**src/rtl/ntt_addsub_stage.sv**
```systemverilog
// ntt_addsub_stage
// ----------------
// Final stage of the NTT/INTT butterfly. The shared multiply/reduce unit
// produces the reduced product prod = v*w. This stage delays the other
// operand u so that it meets that product, then registers the modular sum
// u+prod and difference u-prod. It can optionally multiply both results by
// 2^-1 mod q, which the inverse transform uses for its final scaling.
//
// Arithmetic modes (chosen per operation and carried along with u):
//   mode = 0 : Kyber, two independent 12-bit lanes {hi[23:12], lo[11:0]}, q = 3329
//   mode = 1 : Dilithium, one 23-bit lane in [22:0], q = 8380417, bit 23 ignored/zero
//
// Parameters:
//   MUL_LAT  cycles from operands entering the multiplier to prod being valid (1..8)
//
// Ports:
//   clk        rising-edge clock
//   rst        asynchronous active-low reset
//   in_valid   u/mode/half_en valid (same cycle the multiplier takes its operands)
//   u          butterfly operand u, packed per mode
//   mode       0 = Kyber, 1 = Dilithium
//   half_en    1 = halve both results modulo q
//   prod       reduced product, sampled only in the aligned cycle
//   out_valid  out_add/out_sub hold a new result
//   out_add    (u + prod) mod q per lane, optionally halved
//   out_sub    (u - prod) mod q per lane, optionally halved
module ntt_addsub_stage #(
  parameter int MUL_LAT = 4
) (
  input  logic        clk,
  input  logic        rst,
  input  logic        in_valid,
  input  logic [23:0] u,
  input  logic        mode,
  input  logic        half_en,
  input  logic [23:0] prod,
  output logic        out_valid,
  output logic [23:0] out_add,
  output logic [23:0] out_sub
);

  localparam logic [12:0] KQ = 13'd3329;
  localparam logic [23:0] DQ = 24'd8380417;

  // One alignment slot: the operation's control travels with its data so
  // back-to-back operations of different modes never get mixed up.
  typedef struct packed {
    logic        valid;
    logic        mode;
    logic        half;
    logic [23:0] u;
  } slot_t;

  slot_t pipe [MUL_LAT];
  slot_t tap;

  logic [23:0] next_add;
  logic [23:0] next_sub;

  // ---------------- Kyber lane helpers (12-bit, q = 3329) ----------------
  function automatic logic [11:0] k_add(input logic [11:0] a, input logic [11:0] b);
    logic [12:0] s;
    s = {1'b0, a} + {1'b0, b};
    if (s >= KQ) s = s - KQ;
    return s[11:0];
  endfunction

  // The 13-bit difference of two values < 4096 has bit 12 set exactly when
  // it went negative, so that bit is the borrow.
  function automatic logic [11:0] k_sub(input logic [11:0] a, input logic [11:0] b);
    logic [12:0] d;
    d = {1'b0, a} - {1'b0, b};
    if (d[12]) d = d + KQ;
    return d[11:0];
  endfunction

  // Halving modulo an odd q: an odd x becomes even after adding q, so the
  // shift is exact and the result stays below q.
  function automatic logic [11:0] k_half(input logic [11:0] x, input logic en);
    logic [12:0] t;
    t = {1'b0, x};
    if (en && x[0]) t = t + KQ;
    if (en) return t[12:1];
    else return x;
  endfunction

  // ------------- Dilithium lane helpers (23-bit, q = 8380417) -------------
  function automatic logic [22:0] d_add(input logic [22:0] a, input logic [22:0] b);
    logic [23:0] s;
    s = {1'b0, a} + {1'b0, b};
    if (s >= DQ) s = s - DQ;
    return s[22:0];
  endfunction

  function automatic logic [22:0] d_sub(input logic [22:0] a, input logic [22:0] b);
    logic [23:0] d;
    d = {1'b0, a} - {1'b0, b};
    if (d[23]) d = d + DQ;
    return d[22:0];
  endfunction

  function automatic logic [22:0] d_half(input logic [22:0] x, input logic en);
    logic [23:0] t;
    t = {1'b0, x};
    if (en && x[0]) t = t + DQ;
    if (en) return t[23:1];
    else return x;
  endfunction

  // Alignment shift register: entry 0 captures the new operation, the last
  // entry lines up with the multiplier's result.
  always_ff @(posedge clk or negedge rst) begin
    if (!rst) begin
      for (int i = 0; i < MUL_LAT; i++) pipe[i] <= '0;
    end else begin
      pipe[0] <= '{valid: in_valid, mode: mode, half: half_en, u: u};
      for (int i = 1; i < MUL_LAT; i++) pipe[i] <= pipe[i-1];
    end
  end

  assign tap = pipe[MUL_LAT-1];

  // Add/sub with conditional correction, then optional halving. Kyber lanes
  // are computed separately so no carry or borrow crosses bit 12.
  always_comb begin
    next_add = '0;
    next_sub = '0;
    if (tap.mode) begin
      next_add = {1'b0, d_half(d_add(tap.u[22:0], prod[22:0]), tap.half)};
      next_sub = {1'b0, d_half(d_sub(tap.u[22:0], prod[22:0]), tap.half)};
    end else begin
      next_add = {k_half(k_add(tap.u[23:12], prod[23:12]), tap.half),
                  k_half(k_add(tap.u[11:0],  prod[11:0]),  tap.half)};
      next_sub = {k_half(k_sub(tap.u[23:12], prod[23:12]), tap.half),
                  k_half(k_sub(tap.u[11:0],  prod[11:0]),  tap.half)};
    end
  end

  // Result registers load only for a valid aligned slot; otherwise the data
  // holds and only out_valid drops.
  always_ff @(posedge clk or negedge rst) begin
    if (!rst) begin
      out_valid <= 1'b0;
      out_add   <= '0;
      out_sub   <= '0;
    end else begin
      out_valid <= tap.valid;
      if (tap.valid) begin
        out_add <= next_add;
        out_sub <= next_sub;
      end
    end
  end

endmodule

```
**config.mk**
```make
export PLATFORM = sky130hd
export DESIGN_NAME = ntt_addsub_stage
export DESIGN_NICKNAME = d
export VERILOG_FILES = /design/src/rtl/ntt_addsub_stage.sv
export SDC_FILE = /design/constraint.sdc
export NUM_CORES = 1
export LEC_CHECK = 0
export ABC_AREA = 1
export BUFFER_PORTS_ARGS = -buffer_cell sky130_fd_sc_hd__buf_2
export CORE_AREA = 2 2 208 210
export DETAILED_ROUTE_END_ITERATION = 10
export DIE_AREA = 0 0 210 212
export SKIP_LAST_GASP = 1
export SYNTH_ARGS = -nofsm -noshare
export SYNTH_HDL_FRONTEND = slang
export SYNTH_SLANG_ARGS = --single-unit
```
**constraint.sdc**
```tcl
create_clock -name clk -period 10 [get_ports clk]
set_clock_uncertainty 0.05 [all_clocks]
set_input_delay 0.5 -clock clk [delete_from_list [all_inputs] [get_ports clk]]
set_output_delay 0.5 -clock clk [all_outputs]
set_load 0.03 [all_outputs]
```
Word level (Yosys, flattened, before mapping):

Index checks and enable logic that the tools add are counted.

* bitwise operators: 0
* divide/modulo/power cells: 0
* reduce and logical (&&, ||, !) cells: 6
* multiplexer cells: 26
* $add $sub $neg: 18
* equality and inequality tests: 0
* shifts and indexed selects: 0
* multipliers: 0
* order comparisons: 3

Operators with widths (count)
* 12-bit 2-to-1 mux: 12
* 23-bit 2-to-1 mux: 6
* 24-bit 2-to-1 mux: 4
* 12-bit by 12-bit adder with 13-bit output (second input constant): 4
* 13-bit 2-to-1 mux: 4
* 23-bit by 23-bit adder with 24-bit output (second input constant): 2
* 12-bit by 12-bit adder with 13-bit output: 2
* 13-bit by 12-bit greater-or-equal comparator with 1-bit output (second input constant): 2
* 12-bit by 12-bit subtractor with 13-bit output: 2
* 12-bit adder (second input constant): 2
* 23-bit by 23-bit adder with 24-bit output: 1
* 24-bit by 23-bit greater-or-equal comparator with 1-bit output (second input constant): 1
* 12-bit subtractor (second input constant): 2
* 23-bit by 23-bit subtractor with 24-bit output: 1
* 23-bit adder (second input constant): 1
* 23-bit subtractor (second input constant): 1
* 1-bit logical AND: 6

* ROM bits: 0
* bits of input ports: 53
* logic and storage cells: 72
* bits in latches: 0
* output and inout port bits: 49
* RAM bits: 0
* memories kept: 0
* register bits after elaboration: 157

Logic depth before layout (Yosys ltp):

* depth in word-level cells: 8
* mapped depth: 34

Worst setup path after synthesis:

OpenSTA, ideal clock, no wires.

* path kind: in2reg
* from: in prod[0]
* to: reg out_add[17]
* data required time: 9.828 ns
* arrival time: 3.544 ns
* setup slack: 6.284 ns
* path buffers: 1
* cell stages on the path: 29
* cells stage by stage: ha_1 -> fa_1 -> nand2_1 -> nand2_1 -> nand3_1 -> nand2_2 -> nand2_2 -> nand2_2 -> nand2_1 -> nand2_1 -> nand2_1 -> nand2_1 -> nor2_4 -> nand2_1 -> nor2_2 -> nand2_4 -> buf_6 -> nand3_1 -> nand2_1 -> inv_1 -> ha_1 -> nand3_2 -> nor2_2 -> nand3_2 -> nand2_1 -> xor2_1 -> nand2_1 -> nand3_1 -> nand2_1

* cells in the longest elaborated chain, start to end: 8
* elaborated cells on any way between the ends: 10

Ends and longest elaborated chain
* start, declared: line 36 `input logic [23:0] prod,`
* 23-bit by 23-bit adder with 24-bit output *: line 90 `s = {1'b0, a} + {1'b0, b};`
* 23-bit subtractor or 24-bit by 23-bit greater-or-equal comparator with 1-bit output (tied branches): line 91 `if (s >= DQ) s = s - DQ;`
* 23-bit 2-to-1 mux *: line 91
* 23-bit 2-to-1 mux *: line 128 `if (tap.mode) begin`
* 23-bit by 23-bit adder with 24-bit output or 1-bit logical AND (tied branches): line 105 `if (en && x[0]) t = t + DQ;`
* 24-bit 2-to-1 mux: line 105
* 23-bit 2-to-1 mux *: line 106 `if (en) return t[23:1];`
* 24-bit 2-to-1 mux *: line 128
* end signal, assigned: line 149 `out_add <= next_add;`
* end, declared: line 38 `output logic [23:0] out_add,`

Mark *: on every way between the ends. The rest lies on a longest branch, timed or not. The select of a mux whose other input is x is not followed.
A chain may end at the register's enable or synchronous reset.

Final worst setup path:

* from: reg pipe[12] (netlist name)
* to: reg out_add[17]

* cells in the longest elaborated chain, start to end: 8
* elaborated cells on any way between the ends: 19

Ends and longest elaborated chain
* start, declared: line 54 `slot_t pipe [MUL_LAT];`
* 23-bit by 23-bit adder with 24-bit output or 12-bit by 12-bit adder with 13-bit output (tied branches): line 90, 63
* 23-bit subtractor, or another cell as far along: line 91
* 23-bit 2-to-1 mux or 12-bit 2-to-1 mux (tied branches): line 91, 64
* 23-bit 2-to-1 mux or 12-bit 2-to-1 mux (tied branches): line 128
* 23-bit by 23-bit adder with 24-bit output, or another cell as far along: line 105
* 24-bit 2-to-1 mux or 13-bit 2-to-1 mux (tied branches): line 105, 82
* 23-bit 2-to-1 mux or 12-bit 2-to-1 mux (tied branches): line 106, 83
* 24-bit 2-to-1 mux *: line 128

Marks and branches as above.

==> flow_summary_export.csv <==
group,metric,value,unit
timing,rsz0062_at_grt,"no",
timing,finalSetupViolCount,0,
placement,placedInstanceArea,15500,um^2
clocking,cts_hold_buf,0,
timing,relSlewSlack,40.4,%
route,vias,14596,
grt,grt_max_degree,104,
setup_path,path_delay_family,"simple AND/OR/NAND/NOR gates",
die,die-area,44500,um^2
route,firstDrtPassIters,5,
yosys,synth_area,14600,um^2
grt,grt_pass1_vias,13642,
grt,grt_usage,22.0,%
final_layout,drive_gt1_share,14.1,%
timing,min_period_over_period,47.0,%
yosys,ys_ff_latch,157,
final_layout,n_fill_cell,4648,
timing,finalHoldViolations,0,
clocking,cts.clk_slew.worst_paths,0.07,ns
job,max_cap_violations,0,
clocking,cts_resized,0,
yosys,synth_cell_type_count,57,
route,viasPerCell,5.17,
timing,min_period,4.70,ns
setup_path,required,10.32,ns
yosys,post_synth_most_frequent_cells,"nand2_1, inv_1, nand3_1, nor2_1, dfrtp_1",
yosys,async_flop_share,100,%
pwr,clockPowerShare,24.6,%
placement,dp_slack,5.10,ns
clocking,cts_sinks,157,
setup_path,crit_slowest_cell,"ha_1",
pwr,power_leakage,0.00795,uW
die,rows,76,
route,wire_per_inst,16.9,um
setup_path,criticalPathCategory,"reg -> reg",
timing,final.setup.worst_slack,5.30,ns
die,dieHeight,212,um
clocking,htree_levels,4,
route,highest_layer,"met4",
setup_path,rr_worst_depth,28,
die,initial_core_util,34.3,%
setup_path,timing.critical_path.mode_cell,"nand2_1",
route,wl_met1,23300,um
yosys,ys.flop_type,"dfrtp_1",
yosys,avgSynthCellArea,6.62,um^2
yosys,yosysTopAreaCellShare,26.9,%
route,drtIter0Drc,1387,
route,wl_met3,2560,um
final_layout,final_cell_area,16100,um^2
clocking,cts_buffer_depth,2,
clocking,cts_tree,"built",
pwr,peakVddDrop,0.165,mV
final_layout,area_growth,10.2,%
placement,port_buffers,101,
yosys,yosys-top-cells-area,"dfrtp_1, nand2_1, nand3_1",
pwr,switching_share,47.6,%
grt,overflow,0,
die,coreArea,42500,um^2
pwr,p_switching,1330,uW
setup_path,cp.depth,28,
die,ios,102,
timing,whs,0.0614,ns
clocking,postCtsSetupBuffers,0,
clocking,clk_latency,0.50,ns
yosys,yosysSeqAreaShare,26.9,%
setup_path,worstPathArrival,5.02,ns
setup_path,critPathLaunchType,"flop",
pwr,internal-power,1460,uW
yosys,synthesis.nets,2322,
route,antenna_left,0,
pwr,pwr-share-seq,26.5,%
pwr,combPwrFrac,49.0,%
clocking,cts_buffers,17,
run_status,status,"finished clean",
placement,dp_hpwl,38500,um
setup_path,path_buf_inv,2,
yosys,synth_edf_count,0,
grt,antenna_found_initial,3,
pwr,power,2800,uW
yosys,synth_largest_area_cell,"dfrtp_1",
timing,worst_pin_slew,0.895,ns
setup_path,endpoint_kind,"flop",
yosys,ys_warn_count,0,
placement,gp_congestion,0.933,
timing,max_freq,0.213,GHz
setup_path,ff2ff_setup_slack,5.30,ns
route,wl,47800,um
timing,slew_violations,0,
setup_path,max_stage_delay,0.66,ns
timing,tns,0,ns
pwr,p_per_area,174,nW/um^2
route,met2_length,21200,um
grt,grt_pass1_wl,75500,um
final_layout,finalNetCount,2383,
setup_path,critical_path.max_fanout,30,
yosys,syn_inst,2204,
die,die_width,210,um
clocking,root_buffer,"clkbuf_16",
route,drc,0,
yosys,yosysMostFrequentCell,"nand2_1",
min_path,hp-class,"in -> async",
[per-layer routing]
metal | up-vias | global-route usage (%)
met2 | 426 | 34.4
met3 | 51 | 3.80
li1 | 7232 | -
met4 | 0 | 5.89
met1 | 6887 | 31.2
met5 | - | 0
[cell type report]
type / instances / area [um^2] / share of cell area [%]
multi-input cells: 1689 / 9170 / 57.1
inverters: 291 / 1090 / 6.81
clock buffers: 17 / 425 / 2.65
well taps: 546 / 683 / 4.25
flip-flops and latches: 157 / 3930 / 24.5
diodes: 1 / 2.50 / 0.0156
repair buffers: 109 / 572 / 3.56
clock inverters: 15 / 193 / 1.20
[stage by stage]
stage / instances / utilization, %
after floorplan: 2204 / -
after global placement: 2792 / 36.4
after detailed placement: 2792 / 36.4
after CTS: 2824 / 37.8
after global routing: 2824 / 37.8
final: 2825 / 37.8
[placed cells by master, fill, tap and decap left out, drive strengths merged, types with 61 or more instances in the layout]
master	instances
nand2	654
dfrtp	157
ha	61
o21ai	146
nand3	208
a21oi	119
buf	109
xor2	93
nor2	228
inv	295
[sequential cells by signal, summed over array words and instances (netlist names)]
name       count
pipe         108
out_add       24
out_sub       24
out_valid      1
[logic make-up after synthesis]
logic type | Yosys count | share of synthesized area, %
AO/OA/AOI/OAI | 351 | 14.1
XOR/XNOR | 103 | 6.57
adder cells (fa/ha/maj) | 65 | 5.78
buffers and inverters | 358 | 10.1
flip-flops | 157 | 26.9
AND/OR/NAND/NOR | 1170 | 36.5
[power groups by stage]
stage               registers, uW  clock network [uW]  logic (uW)
floorplan                     830                   0         899
global placement              752                   0        1340
detailed placement            753                   0        1350
CTS                           741                 712        1350
global route                  749                 736        1520
finish                        740                 687        1370
[final timing paths]
path,from,end
setup reg to reg,pipe[12],out_add[17]
hold / removal,rst,pipe[97]
setup / recovery,pipe[12],out_add[17]
max in group asynchronous,rst,pipe[24]
hold reg to reg,pipe[35],pipe[8]
min in group clk,u[14],pipe[95]
(Power assumes the default switching activity.)
